--- src/rtl/matmul_pkg.sv ---
// Shared types and sizing for the 4x4 matrix-multiply sequencer and datapath.
package matmul_pkg;

   localparam int WIDTH_DEF        = 8;
   localparam int MATRIX_WIDTH_DEF = 4;
   localparam int ADDR_WIDTH_DEF   = 8;

   // Two elements per operand beat, one column per result beat.
   function automatic int load_beats(input int n);
      return n * n / 2;
   endfunction

   function automatic int drain_beats(input int n);
      return n;
   endfunction

   localparam int LOAD_BEATS  = load_beats(MATRIX_WIDTH_DEF);
   localparam int DRAIN_BEATS = drain_beats(MATRIX_WIDTH_DEF);

   typedef enum logic [2:0] {
      ST_IDLE,
      ST_CLEAR,
      ST_LOAD,
      ST_COMPUTE,
      ST_DRAIN,
      ST_DONE
   } mm_state_t;

endpackage

--- src/rtl/matmul_seq_beat_counter.sv ---
// Up-counter with synchronous clear, enable and a terminal-count compare.
module beat_counter #(
   parameter int W = 4
) (
   input  logic         clk,
   input  logic         rst,
   input  logic         clr,
   input  logic         en,
   input  logic [W-1:0] last,
   output logic [W-1:0] count,
   output logic         tc
);

   always_ff @(posedge clk or posedge rst) begin
      if (rst)      count <= '0;
      else if (clr) count <= '0;
      else if (en)  count <= count + 1'b1;
   end

   assign tc = (count == last);

endmodule

--- src/rtl/matmul_seq.sv ---
// Job sequencer for the matrix-multiply datapath: clear, load operands,
// wait out the multiplier, drain results, report completion or abort.
module matmul_seq
   import matmul_pkg::*;
#(
   parameter int WIDTH        = WIDTH_DEF,
   parameter int MATRIX_WIDTH = MATRIX_WIDTH_DEF,
   parameter int ADDR_WIDTH   = ADDR_WIDTH_DEF,
   parameter int MUL_LATENCY  = 4
) (
   input  logic                  clk,
   input  logic                  reset,
   input  logic                  start,
   input  logic                  abort,
   input  logic [ADDR_WIDTH-1:0] src_base,
   input  logic [ADDR_WIDTH-1:0] dst_base,
   output logic                  rd_req,
   output logic [ADDR_WIDTH-1:0] rd_addr,
   input  logic                  rd_gnt,
   input  logic                  rd_valid,
   output logic                  mm_clear,
   output logic                  mm_read_en,
   output logic                  mm_write_en,
   input  logic                  mm_write_ready,
   output logic                  wr_req,
   output logic [ADDR_WIDTH-1:0] wr_addr,
   output logic                  busy,
   output logic                  done,
   output logic                  aborted
);

   // state   | meaning
   // IDLE    | waiting for start
   // CLEAR   | one-cycle datapath clear, counters zeroed
   // LOAD    | issuing operand reads, forwarding returned beats
   // COMPUTE | waiting MUL_LATENCY cycles for the multiplier
   // DRAIN   | writing result columns as the datapath presents them
   // DONE    | one-cycle completion pulse

   localparam int LB = load_beats(MATRIX_WIDTH);
   localparam int DB = drain_beats(MATRIX_WIDTH);
   localparam int CW = $clog2(LB + 1);
   localparam int WW = $clog2(DB + 1);
   localparam int LW = $clog2(MUL_LATENCY + 1);

   localparam logic [CW-1:0] LB_C   = CW'(LB);
   localparam logic [CW-1:0] LB_M1  = CW'(LB - 1);
   localparam logic [WW-1:0] DB_M1  = WW'(DB - 1);
   localparam logic [LW-1:0] LAT_M1 = LW'(MUL_LATENCY - 1);

   mm_state_t state, state_nxt;
   logic [ADDR_WIDTH-1:0] src_q, dst_q;
   logic [CW-1:0] issue_cnt, issued_nxt, rcv_cnt;
   logic [WW-1:0] wr_cnt;
   logic [LW-1:0] lat_cnt;
   logic issue_en, issue_tc, rcv_en, rcv_tc, lat_tc, wr_tc;
   logic rd_req_nxt, abort_hit;
   logic [31:0] unused_bits;

   assign issue_en    = rd_req & rd_gnt;
   assign rcv_en      = (state == ST_LOAD) & rd_valid;
   assign mm_read_en  = rcv_en;
   assign mm_write_en = (state == ST_DRAIN);
   assign wr_req      = (state == ST_DRAIN) & mm_write_ready & ~abort;
   assign wr_addr     = dst_q + ADDR_WIDTH'(wr_cnt);

   beat_counter #(.W(CW)) u_issue (
      .clk(clk), .rst(reset), .clr(state == ST_CLEAR), .en(issue_en),
      .last(LB_C), .count(issue_cnt), .tc(issue_tc)
   );

   beat_counter #(.W(CW)) u_rcv (
      .clk(clk), .rst(reset), .clr(state == ST_CLEAR), .en(rcv_en),
      .last(LB_M1), .count(rcv_cnt), .tc(rcv_tc)
   );

   beat_counter #(.W(LW)) u_lat (
      .clk(clk), .rst(reset), .clr(state != ST_COMPUTE), .en(state == ST_COMPUTE),
      .last(LAT_M1), .count(lat_cnt), .tc(lat_tc)
   );

   beat_counter #(.W(WW)) u_wr (
      .clk(clk), .rst(reset), .clr(state == ST_CLEAR), .en(wr_req),
      .last(DB_M1), .count(wr_cnt), .tc(wr_tc)
   );

   assign unused_bits = 32'(WIDTH) ^ 32'({issue_tc, rcv_cnt, lat_cnt});

   always_comb begin
      state_nxt = state;
      abort_hit = 1'b0;
      case (state)
         ST_IDLE:    if (start) state_nxt = ST_CLEAR;
         ST_CLEAR:   state_nxt = ST_LOAD;
         ST_LOAD:    if (rd_valid && rcv_tc) state_nxt = ST_COMPUTE;
         ST_COMPUTE: if (lat_tc) state_nxt = ST_DRAIN;
         ST_DRAIN:   if (wr_req && wr_tc) state_nxt = ST_DONE;
         ST_DONE:    state_nxt = ST_IDLE;
         default:    state_nxt = ST_IDLE;
      endcase
      if (state != ST_IDLE && abort) begin
         state_nxt = ST_IDLE;
         abort_hit = 1'b1;
      end
   end

   // Read request/address are registered, so they are built from the
   // post-edge issue count.
   always_comb begin
      issued_nxt = (state == ST_CLEAR) ? '0 : issue_cnt + CW'(issue_en);
      rd_req_nxt = (state_nxt == ST_LOAD) && (issued_nxt != LB_C);
   end

   always_ff @(posedge clk or posedge reset) begin
      if (reset) begin
         state    <= ST_IDLE;
         busy     <= 1'b0;
         done     <= 1'b0;
         aborted  <= 1'b0;
         mm_clear <= 1'b0;
         rd_req   <= 1'b0;
         rd_addr  <= '0;
         src_q    <= '0;
         dst_q    <= '0;
      end else begin
         state    <= state_nxt;
         busy     <= (state_nxt != ST_IDLE);
         done     <= (state_nxt == ST_DONE);
         aborted  <= abort_hit;
         mm_clear <= (state_nxt == ST_CLEAR);
         rd_req   <= rd_req_nxt;
         if (rd_req_nxt) rd_addr <= src_q + ADDR_WIDTH'(issued_nxt);
         if (state == ST_IDLE && start) begin
            src_q <= src_base;
            dst_q <= dst_base;
         end
      end
   end

endmodule

--- config.mk ---
export PLATFORM = sky130hd
export DESIGN_NAME = matmul_seq
export DESIGN_NICKNAME = d
export VERILOG_FILES = /design/src/rtl/matmul_pkg.sv /design/src/rtl/matmul_seq_beat_counter.sv /design/src/rtl/matmul_seq.sv
export SDC_FILE = /design/constraint.sdc
export NUM_CORES = 1
export LEC_CHECK = 0
export ABC_AREA = 1
export BUFFER_PORTS_ARGS = -buffer_cell sky130_fd_sc_hd__clkbuf_2
export CAP_MARGIN = 0
export CORE_MARGIN = 8
export CORE_UTILIZATION = 55
export CTS_CLUSTER_DIAMETER = 150
export DETAILED_ROUTE_END_ITERATION = 12
export GPL_TIMING_DRIVEN = 0
export PLACE_DENSITY = 0.79
export RECOVER_POWER = 100
export SLEW_MARGIN = 20
export SYNTH_ARGS = -nofsm -noshare
export SYNTH_HDL_FRONTEND = slang
export SYNTH_SLANG_ARGS = --single-unit
--- constraint.sdc ---
create_clock -name clk -period 2.5 [get_ports clk]
set_input_delay 0.125 -clock clk [delete_from_list [all_inputs] [get_ports clk]]
set_output_delay 0.125 -clock clk [all_outputs]
set_load 0.02 [all_outputs]
Word level (Yosys, flattened, before mapping)
Index checks and enable logic that the tools add are counted.
{ "word_totals": {"regBits": 46, "output_inout_bits": 24, "in_bits": 23, "word_cells": 65} }
{ "op_classes": {"n_bitwise": 5, "n_reduce_logical": 12, "n_eq_ne": 12, "addsub": 7, "mux": 16} }
{ "ops": {"columns": ["cell", "n"], "rows": [
  ["two-way mux 3 bit", 9],
  ["two-way mux 4 bit", 5],
  ["== test 3 x 2 -> 1 bit, second input constant", 5],
  ["one-hot mux 3 bit (5 select lines)", 1],
  ["adder 4 x 1 -> 4 bit, second input constant", 2],
  ["adder 8 x 3 -> 8 bit", 1],
  ["adder 8 x 4 -> 8 bit", 1],
  ["nonzero test 2 bit", 4],
  ["adder 3 x 1 -> 3 bit, second input constant", 2],
  ["== test 3 x 1 -> 1 bit, second input constant", 2],
  ["== test 3 bit, second input constant", 2],
  ["nonzero test 3 bit", 2],
  ["logical AND 1 bit", 5],
  ["adder 4 x 1 -> 4 bit", 1],
  ["AND 1 bit", 4],
  ["== test 4 x 3 -> 1 bit, second input constant", 1],
  ["inequality test 4 bit, second input constant", 1],
  ["zero test 3 bit", 1],
  ["inequality test 3 x 2 -> 1 bit, second input constant", 1],
  ["two-way mux 1 bit", 1],
  ["NOT 1 bit", 1]
]} }

Logic depth before layout (Yosys ltp)
Gate-level depths: netlist of run 1.
{ "depth": {"word_depth": 9, "ltp_mapped": 18} }

Hierarchy
A second synthesis of run 1 with hierarchy kept.
{ "hier_totals": {"cells_unflattened": 353, "area_unflattened_um2": 2762.6} }
{ "by_module_without_submodules": {"columns": ["module", "seq_area_each_um2", "n_inst", "cells_each", "area_per_inst_um2"], "rows": [
  ["matmul_seq", 800.8, 1, 235, 1891.8],
  ["beat_counter (u_issue ...)", 100.1, 2, 35, 252.7],
  ["beat_counter (u_lat ...)", 75.1, 2, 24, 182.7]
]} }

Worst setup path after synthesis of run 1
OpenSTA, ideal clock, no wires.
{ "synth_path": {"path_type": "register -> register", "startpoint": "register rd_req", "endpoint": "register rd_addr[6]", "t_arrival_ps": 2292, "slack_ps": 91, "path_buffers": 0, "synth_period_minus_slack_ps": 2409, "setup_time_ps": 117, "stages_incl_launch_ff": 15, "path_cell_list": "dfrtp_1 nand2_1 inv_1 ha_1 ha_1 inv_1 nor2_1 inv_1 fa_1 o21ai_0 nand2_1 nand2_1 nand2_1 nand3_1 nand2_1"} }
{ "synth_between": {"elab_chain_len": 5} }
{ "synth_lines": {"columns": ["element", "line_no", "text"], "rows": [
  ["start: declaration", "matmul_seq.sv:17", "output logic rd_req,"],
  ["start signal: assignment", "matmul_seq.sv:131", "rd_req <= rd_req_nxt;"],
  ["AND 1 bit (*)", "matmul_seq.sv:60", "assign issue_en = rd_req & rd_gnt;"],
  ["adder 4 x 1 -> 4 bit (*)", "matmul_seq.sv:110", "issued_nxt = (state == ST_CLEAR) ? '0 : issue_cnt + CW'(issue_en);"],
  ["two-way mux 4 bit (*)", "matmul_seq.sv:110", null],
  ["parallel branches: the longest is 2 deep, another holds adder 8 x 4 -> 8 bit", null, null],
  ["end signal: assignment", "matmul_seq.sv:132", "if (rd_req_nxt) rd_addr <= src_q + ADDR_WIDTH'(issued_nxt);"],
  ["end: declaration", "matmul_seq.sv:18", "output logic [ADDR_WIDTH-1:0] rd_addr,"]
]} }
Every way passes the cells marked *.
A chain may end at the register's enable or synchronous reset.

Worst setup path after layout of run 1
{ "layout_path": {"startpoint": "register rd_req", "endpoint": "register rd_addr[4]"} }
Same word-level chain as after synthesis.

==> results.py, run 1 <==
metrics = {
    "worst_setup_path": {
        "cp_num_cells": 12,
        "reg2regPathDepth": 12,
        "critPathMaxFanout": 4,
        "rr_startpoint": "rd_req$_DFF_PP0_",
        "critPathLaunch": "rd_req$_DFF_PP0_",
        "r2r_slack_ns": 0.22,
        "critical_path_class": "register to register",
        "slowest_delay_ns": 0.38,
        "worstPathArrival_ns": 2.52,
        "worstPathCellList": "nand2_1, inv_2, ha_1, ha_1, inv_1, nor2_2, inv_1, fa_2, o21ai_2, xor2_1, nand3_1, nand2_1",
        "critPathRequiredTime_ns": 2.74,
        "cp-start-kind": "register",
        "r2r-end": "rd_addr[4]$_DFFE_PP0P_",
        "crit_end": "rd_addr[4]$_DFFE_PP0P_",
        "cp_top_family": "adder cells",
        "crit_path_top_delay_cell": "dfrtp_1",
        "worstSetupEndpointType": "register",
        "critPathBufInv": 3,
    },
    "drt": {
        "drtPass1Iterations": 4,
        "vias": 2072,
        "detail_route.wl_per_cell_um": 12.7,
        "drt-initial-drc-count": 120,
        "postRouteWirelength_um": 5230,
        "drtAntennaViolNets": 0,
        "route.detailed.drc": 0,
        "via_per_inst": 5.02,
    },
    "final_layout": {
        "nets": 400,
        "nFillCells": 396,
        "final_area_um2": 2910,
        "drive_gt1_share_pct": 12.5,
        "antennaDiodeCount": 0,
        "syn_to_final_growth_pct": 15.3,
    },
    "logic_synthesis": {
        "synth_nets": 345,
        "ys_ff_latch": 46,
        "synth_top_area_share_pct": 45.6,
        "synth_top_cell_by_area": "dfrtp_1",
        "synth_top_family_by_area": "simple AND/OR/NAND/NOR gates",
        "synth_fa_ha_area_share_pct": 9.01,
        "muxShareOfSynthArea_pct": 0,
        "synth_area_leaders": "dfrtp_1 (46%), nand2_1 (14%), inv_1 (7.6%)",
        "synth_xor_area_share_pct": 3.12,
        "synth-seq-area-share_pct": 45.6,
        "synthCells": 305,
        "ys_types": 28,
        "yosysWarnings": 0,
        "syn-cell-area_um2": 2530,
        "synthSimpleGateAreaFrac_pct": 27.9,
        "avgSynthCellArea_um2": 8.28,
        "synth_compound_area_share_pct": 5.10,
    },
    "clock_tree": {
        "insertion_delay_ns": 0.30,
        "numCtsBuffers": 5,
        "cts_root_buf": "clkbuf_8",
        "clk_pin_slew_ns": 0.09,
        "cts_setup_buffers": 0,
        "cts_tree": "built",
        "clk_path_buf_depth": 2,
        "h-tree-depth": 2,
        "cts_sinks": 46,
    },
    "power_and_ir_drop": {
        "p_per_area_nw_per_um2": 1120,
        "ir_worst_vdd_v": 0.000577,
        "p_leak_nw": 1.64,
    },
    "timing": {
        "hold_viol": 0,
        "rsz0062_at_grt": "false",
        "finClkSkew_ns": 0.00477,
        "max_slew.worst_pin.slew_ns": 1.07,
        "drv_slew": 0,
        "clock.fmax_mhz": 439,
        "fin_crit_sh_pct": 91.2,
        "max_slew_margin_pct": 28.8,
        "post-route-min-period_ns": 2.28,
        "fin_ws_ns": 0.220,
        "setup-violations-final": 0,
    },
    "job": {
        "maxCapViolCount": 0,
    },
    "die": {
        "core_region_area_um2": 4380,
        "initial_core_util_pct": 57.6,
        "io_pins": 47,
        "dieHeight_um": 83.8,
        "rows": 24,
        "die_w_um": 83.8,
        "design.die.area_um2": 7020,
    },
    "place": {
        "gp_congestion": 0.883,
        "dp_hpwl_um": 3990,
        "dp_slack_ns": -0.0399,
        "portBuffers": 46,
        "place_area_um2": 2850,
    },
    "global_routing": {
        "grt_max_degree": 25,
        "gr-total-overflow": 0,
        "antenna_found_initial": 0,
        "gr-usage-all-layers_pct": 15.1,
        "first_global_vias": 2129,
        "grt_pass1_wl_um": 8930,
    },
    "min_path": {
        "hp-class": "primary input to register",
    },
    "outcome": {
        "status": "completed",
    },
}
-- timing repair --
action,in CTS,in global routing
pin swaps,0,1
hold endpoints to repair,22,0
hold buffers,1,0
gates resized for setup,1,5
setup endpoints to repair,2,3
-- cells in the mapped netlist --
library cell	count
nand2_1	92
inv_2	3
buf_6	2
dfrtp_1	46
nor4_1	1
ha_1	15
nor3_1	3
a21oi_1	3
xnor2_1	2
nor2_8	1
inv_1	51
nor2_2	3
o22ai_1	3
nand3_2	4
a31oi_1	2
nand3_1	25
buf_2	2
nor2_4	1
xor2_1	7
fa_1	2
nand2_2	1
o21ai_0	14
nand3_4	1
nor2_1	12
nand2_4	2
o21ai_1	1
nand4_1	5
o211ai_1	1
-- where the power goes --
group / switching (mW) / internal (mW)
sequential: 0.208 / 1.01
combinational: 0.990 / 0.503
clock: 0.251 / 0.294
total: 1.45 / 1.81
-- per-stage QoR --
stage / hold slack, ns / power (mW) / utilization, % / std cells / TNS (ns)
3_5_place_dp: 0.173 / 2.78 / 65.0 / 404 / -0.0720
4_1_cts: 0.00209 / 3.33 / 67.7 / 413 / 0
3_3_place_gp: 0.319 / 2.72 / 64.4 / 403 / 0
6_report: 0.00771 / 3.26 / 66.4 / 413 / 0
5_1_grt: 0.00203 / 3.55 / 66.4 / 413 / 0
2_1_floorplan: 0.235 / 2.35 / - / 305 / 0
-- logic make-up after synthesis --
group,count (synthesis)
buffers and inverters,58
xor gates and xnor gates,9
DFF,46
AOI/OAI and AO/OA,24
adders and majority gates,17
and+or+nand+nor,151
-- worst min-delay path by stage --
| stage | start | cells after the start | end |
|---|---|---|---|
| 3_5_place_dp | reset | 2 | u_wr.count[1]$_DFFE_PP0P_ |
| 3_3_place_gp | dst_base[5] | 3 | dst_q[5]$_DFFE_PP0P_ |
| 5_1_grt | src_base[3] | 3 | src_q[3]$_DFFE_PP0P_ |
| 2_1_floorplan | dst_base[0] | 2 | dst_q[0]$_DFFE_PP0P_ |
| 6_report | dst_base[5] | 3 | dst_q[5]$_DFFE_PP0P_ |
| 4_1_cts | dst_base[5] | 3 | dst_q[5]$_DFFE_PP0P_ |
-- state kept, by name, indices dropped and copies added, names as in the netlist --
| signal | count |
|---|---|
| aborted | 1 |
| busy | 1 |
| done | 1 |
| dst_q | 8 |
| mm_clear | 1 |
| rd_addr | 8 |
| rd_req | 1 |
| src_q | 8 |
| state | 3 |
| u_issue.count | 4 |
| u_lat.count | 3 |
| u_rcv.count | 4 |
| u_wr.count | 3 |
-- cells in the final DEF (no fill, tap or decap), types with 3 or more instances in the layout --
cell type,n
a21oi_1,3
inv_2,3
clkbuf_8,5
nand2_1,93
nand3_1,28
nor3_1,3
clkbuf_2,22
ha_1,14
o22ai_1,3
xor2_1,7
inv_1,51
o21ai_0,14
dfrtp_1,46
nor2_1,13
clkbuf_1,27
nand4_1,5
-- worst min-delay path, stage by stage --
cell      delay [ns]
clkbuf_2        0.07
nand2_1         0.04
nand2_1         0.04
-- layout make-up --
cell class                 count  area (um2)  area share (%)
buffer                         4        22.5           0.774
sequential                    46        1150            39.5
tap                           52        65.1            2.23
multi-input combinational    201        1140            39.1
clock buffer                   5        68.8            2.36
clock inverter                 3        40.0            1.38
timing repair buffer          48         223            7.65
inverter                      54         203            6.96
-- metal layers --
layer	global-route usage (%)	vias to the layer above	share of wire [%]
li1	-	1065	-
met1	18.0	945	47
met2	24.3	55	46
met3	5.47	7	5.8
met4	5.65	0	1.0
met5	0	-	0
Power figures use the tool's default switching activity.
==> run 2: changes to the inputs <==
- CTS_BUF_LIST: not set -> sky130_fd_sc_hd__clkbuf_4
==> run 2 against run 1 <==
Critical endpoint is now wr_addr[6]. Final area up 4.4%. Utilization up 2.9 points. Via count rose by 3.9%. First-iteration DRC count down 26%. Largest cell class unchanged. Register-to-register slack is essentially flat.
==> results.py, run 2 (synthesized netlist as in run 1, its figures left out) <==
metrics = {
    "outcome": {
        "status": "completed",
    },
    "timing": {
        "holdWs_ns": 0.103,
        "hold_viol": 0,
        "rsz0062_at_grt": "false",
        "fin_crit_sh_pct": 91.4,
        "clock.fmax_mhz": 438,
        "fin_ws_ns": 0.214,
        "max_slew.worst_pin.slew_ns": 1.28,
        "max_slew_margin_pct": 14.4,
        "post-route-min-period_ns": 2.29,
        "setup-violations-final": 0,
        "drv_slew": 0,
        "finClkSkew_ns": 0.00816,
        "fin_setup_tns_ns": 0,
    },
    "clock_tree": {
        "numCtsBuffers": 5,
        "cts_root_buf": "clkbuf_4",
        "insertion_delay_ns": 0.36,
        "clk_path_buf_depth": 2,
        "cts_sinks": 46,
        "cts_tree": "built",
        "clk_pin_slew_ns": 0.14,
        "h-tree-depth": 2,
    },
    "final_layout": {
        "nets": 416,
        "final_cell_mix": "nand2_1 (93), inv_1 (51), dfrtp_1 (46), nand3_1 (28), clkbuf_1 (27)",
        "nFillCells": 363,
        "drive_gt1_share_pct": 12.5,
        "reg.largest.list": "dst_q x8, rd_addr x8, src_q x8",
        "syn_to_final_growth_pct": 20.3,
        "final_area_um2": 3040,
        "layout_commonest_cell": "nand2_1",
        "antennaDiodeCount": 0,
    },
    "drt": {
        "detail_route.wl_per_cell_um": 12.7,
        "drt-initial-drc-count": 89,
        "drtAntennaViolNets": 0,
        "postRouteWirelength_um": 5440,
        "via_per_inst": 5.02,
        "route.detailed.drc": 0,
        "vias": 2152,
        "drtPass1Iterations": 4,
    },
    "global_routing": {
        "grt_pass1_wl_um": 9260,
        "met3_usage_pct": 5.66,
        "grt_max_degree": 25,
        "grt_util_met1_pct": 17.8,
        "use_met2_pct": 26.4,
        "antenna_found_initial": 0,
        "first_global_vias": 2211,
        "gr-total-overflow": 0,
        "gr-usage-all-layers_pct": 15.7,
        "grt-busiest-layer": "met2",
    },
    "place": {
        "dp_hpwl_um": 3990,
        "place_area_um2": 2850,
        "dp_slack_ns": -0.0399,
        "gp_congestion": 0.883,
        "portBuffers": 46,
    },
    "worst_setup_path": {
        "r2r_slack_ns": 0.22,
        "critPathLaunch": "u_wr.count[0]$_DFFE_PP0P_",
        "crit_end": "wr_addr[6]",
        "reg2regPathDepth": 12,
        "critPathMaxFanout": 4,
        "worstPathArrival_ns": 2.16,
        "critical_path_class": "register to output pin",
        "critPathRequiredTime_ns": 2.38,
        "worstSetupEndpointType": "output pin",
        "r2r-end": "rd_addr[4]$_DFFE_PP0P_",
        "cp-start-kind": "register",
        "rr_startpoint": "rd_req$_DFF_PP0_",
    },
    "die": {
        "rows": 24,
        "die_w_um": 83.8,
        "core_region_area_um2": 4380,
        "dieHeight_um": 83.8,
        "initial_core_util_pct": 57.6,
        "design.die.area_um2": 7020,
        "io_pins": 47,
    },
    "power_and_ir_drop": {
        "p_leak_nw": 1.68,
        "p_per_area_nw_per_um2": 1050,
        "ir_worst_vdd_v": 0.000721,
    },
    "job": {
        "maxCapViolCount": 0,
    },
    "min_path": {
        "hp-class": "primary input to register",
    },
}
[run 2: routing by layer]
| layer | part of all wire (%) | vias up |
|---|---|---|
| li1 | - | 1099 |
| met4 | 0.77 | 0 |
| met3 | 5.4 | 6 |
| met2 | 49 | 52 |
| met5 | 0 | - |
| met1 | 45 | 995 |
[run 2: worst min-delay path by stage]
stage,startpoint,end,slack [ns],cells after the start
floorplan,dst_base[0],dst_q[0]$_DFFE_PP0P_,0.23,2
global placement,dst_base[5],dst_q[5]$_DFFE_PP0P_,0.32,3
detailed placement,reset,u_wr.count[1]$_DFFE_PP0P_,0.17,2
CTS,rd_valid,u_rcv.count[1]$_DFFE_PP0P_,0.09,4
global route,rd_valid,u_rcv.count[1]$_DFFE_PP0P_,0.10,4
finish,rd_valid,u_rcv.count[1]$_DFFE_PP0P_,0.10,4
[run 2: power by group]
group	internal, mW	switching, mW	total, mW
logic	0.520	0.998	1.52
registers	1.01	0.211	1.22
clock network	0.207	0.237	0.444
total	1.74	1.45	3.18
[run 2: per-stage QoR]
step                      std cells  utilization (%)  power (mW)
after floorplan                 305                -        2.35
after global placement          403             64.4        2.72
after detailed placement        404             65.0        2.78
after CTS                       429             70.6        3.25
after global routing            429             69.3        3.48
final                           429             69.3        3.18
[run 2: cell type report]
type	count	area [um2]	share of cell area (%)
sequential	46	1150	37.9
multi-input combinational	201	1140	37.7
timing repair buffer	64	375	12.4
inverter	54	203	6.67
tap	52	65.1	2.14
clock inverter	3	40.0	1.32
clock buffer	5	37.5	1.24
buffer	4	22.5	0.741
[run 2: what timing repair did]
item | 4_1_cts | 5_1_grt
setup buffers | 0 | 0
hold buffers | 17 | 0
gates resized for setup | 1 | 6
pin swaps | 0 | 1
setup endpoints to repair | 2 | 4
hold endpoints to repair | 38 | 0
[run 2: critical path, cell delays in order, from the launching register on]
cell,delay [ns]
dfrtp_1,0.43
ha_1,0.20
inv_1,0.05
fa_1,0.41
o22ai_2,0.18
nand3_1,0.14
xor2_1,0.19
clkbuf_2,0.20
==> run 3: changes to the inputs <==
--- a/config.mk
+++ b/config.mk
@@ -15,3 +15,2 @@
 export DETAILED_ROUTE_END_ITERATION = 12
-export GPL_TIMING_DRIVEN = 0
 export PLACE_DENSITY = 0.79
--- a/constraint.sdc
+++ b/constraint.sdc
@@ -3,2 +3,2 @@
 set_output_delay 0.125 -clock clk [all_outputs]
-set_load 0.02 [all_outputs]
+set_load 0.01 [all_outputs]
==> run 3 against run 2 <==
The flow now finishes with violations (capacitance limit, slew limit). Power is 8.5% lower. Clock skew rose by 0.0054 ns. Worst setup slack improved by 0.0079 ns. Clock power fell by 22%. Cell count decreased by 0.93%. Fmax rose by 0.35%. Highest routed layer unchanged.
==> results.py, run 3 (synthesized netlist as in run 1, its figures left out) <==
metrics = {
    "outcome": {
        "status": "complete, but fails checks",
        "violations": "capacitance limit, slew limit",
    },
    "clock_tree": {
        "cts_tree": "built",
        "cts_sinks": 46,
        "clk_path_buf_depth": 2,
        "cts_root_buf": "clkbuf_4",
        "cts_setup_buffers": 0,
        "h-tree-depth": 2,
        "numCtsBuffers": 5,
        "clk_pin_slew_ns": 0.13,
        "insertion_delay_ns": 0.36,
    },
    "worst_setup_path": {
        "worstSetupEndpointType": "register",
        "cp-start-kind": "register",
        "critical_path_class": "register to register",
        "critPathMaxFanout": 5,
        "critPathRequiredTime_ns": 2.77,
        "worstPathArrival_ns": 2.55,
    },
    "timing": {
        "max_slew_margin_pct": -13.0,
        "rsz0062_at_grt": "false",
        "fin_crit_sh_pct": 91.1,
        "clock.fmax_mhz": 439,
        "post-route-min-period_ns": 2.28,
        "setup-violations-final": 0,
        "finClkSkew_ns": 0.0135,
        "hold_viol": 0,
        "max_slew.worst_pin.slew_ns": 1.69,
        "drv_slew": 47,
    },
    "global_routing": {
        "first_global_vias": 2229,
        "antenna_found_initial": 0,
        "grt_max_degree": 47,
        "gr-total-overflow": 0,
        "gr-usage-all-layers_pct": 16.0,
        "grt_pass1_wl_um": 9540,
    },
    "place": {
        "dp_hpwl_um": 3970,
        "gp_congestion": 0.859,
        "portBuffers": 46,
    },
    "drt": {
        "drtPass1Iterations": 5,
        "route.detailed.drc": 0,
        "drt-initial-drc-count": 98,
        "via_per_inst": 5.07,
        "detail_route.wl_per_cell_um": 12.7,
        "vias": 2156,
        "drtAntennaViolNets": 0,
        "postRouteWirelength_um": 5380,
    },
    "final_layout": {
        "final_cell_mix": "nand2_1 (94), inv_1 (52), dfrtp_1 (46), nand3_1 (28), clkbuf_2 (24)",
        "utilization_pct": 67.8,
        "syn_to_final_growth_pct": 17.7,
        "drive_gt1_share_pct": 11.0,
        "nets": 412,
        "layout_commonest_cell": "nand2_1",
        "antennaDiodeCount": 0,
        "reg.largest.list": "dst_q x8, rd_addr x8, src_q x8",
        "nFillCells": 378,
    },
    "power_and_ir_drop": {
        "p_per_area_nw_per_um2": 980,
        "ir_worst_vdd_v": 0.000607,
        "power_mw": 2.91,
        "p_leak_nw": 1.66,
    },
    "job": {
        "maxCapViolCount": 1,
    },
    "die": {
        "die_w_um": 83.8,
        "rows": 24,
        "dieHeight_um": 83.8,
        "design.die.area_um2": 7020,
        "core_region_area_um2": 4380,
        "initial_core_util_pct": 57.6,
        "io_pins": 47,
    },
    "min_path": {
        "hp-class": "primary input to register",
    },
}
## run 3: per-layer routing
metal | vias up | global-route usage, % | wire length, um
li1 | 1096 | - | -
met1 | 1003 | 18.3 | 2450
met2 | 53 | 27.4 | 2580
met3 | 4 | 5.57 | 312
met4 | 0 | 4.55 | 44
met5 | - | 0 | 0
## run 3: final cells by class
cell class              count  area [um2]  area share, %
inverters                  54         203           6.82
clock inverters             2        8.76          0.295
repair buffers             64         377           12.7
flip-flops and latches     46        1150           38.7
clock buffers               6        45.0           1.52
well taps                  52        65.1           2.19
multi-input cells         201        1120           37.8
## run 3: report_power, final
part | switching (mW) | internal [mW] | total, mW | leakage [nW]
registers | 0.207 | 1.01 | 1.22 | 0.593
logic | 0.860 | 0.491 | 1.35 | 1.03
clock network | 0.228 | 0.117 | 0.345 | 0.0331
## run 3: final timing paths
path	endpoint	cells past startpoint	from	slack (ns)
worst max-delay path	rd_addr[7]$_DFFE_PP0P_	18	rd_req$_DFF_PP0_	0.22
worst min-delay path	aborted$_DFF_PP0_	3	abort	0.06
worst max register to register	rd_addr[7]$_DFFE_PP0P_	18	rd_req$_DFF_PP0_	0.22
worst min register to register	u_lat.count[0]$_DFF_PP0_	1	u_lat.count[0]$_DFF_PP0_	0.45
max in group asynchronous	dst_q[5]$_DFFE_PP0P_	3	reset	0.71
min in group asynchronous	u_wr.count[0]$_DFFE_PP0P_	3	reset	0.82
## run 3: through the flow
| step | instances | area, um2 | setup WS, ns | hold WS (ns) | TNS (ns) |
|---|---|---|---|---|---|
| CTS | 425 | 3020 | 0.0561 | 0.0817 | 0 |
| global placement | 400 | 2800 | 0.0951 | 0.319 | 0 |
| detailed placement | 400 | 2800 | -0.0268 | 0.324 | -0.0268 |
| global route | 425 | 2970 | 0.0137 | 0.0884 | 0 |
| floorplan | 305 | 2530 | 0.152 | 0.235 | 0 |
| finish | 425 | 2970 | 0.222 | 0.0623 | 0 |
## run 3: repair_timing
| action | 4_1_cts | 5_1_grt |
|---|---|---|
| hold buffers | 17 | 0 |
| endpoints found under the hold margin | 62 | 0 |
| pin swaps | 0 | 1 |
| endpoints found under the setup margin | 2 | 3 |
| resized for setup | 1 | 4 |
## run 3: critical path: stages, from the launching register on
cell and delay, ns:
dfrtp_1 0.41, nand2_1 0.11, inv_1 0.09, ha_1 0.21
ha_1 0.21, inv_1 0.06, nand2_1 0.04, nand2_1 0.06
nand2_1 0.06, inv_1 0.10, ha_4 0.22, nand2_1 0.09
nand3_1 0.13, nand2_1 0.11, nand2_1 0.05, nand2_1 0.05
nand2_1 0.05, nand3_1 0.08, nand2_1 0.05
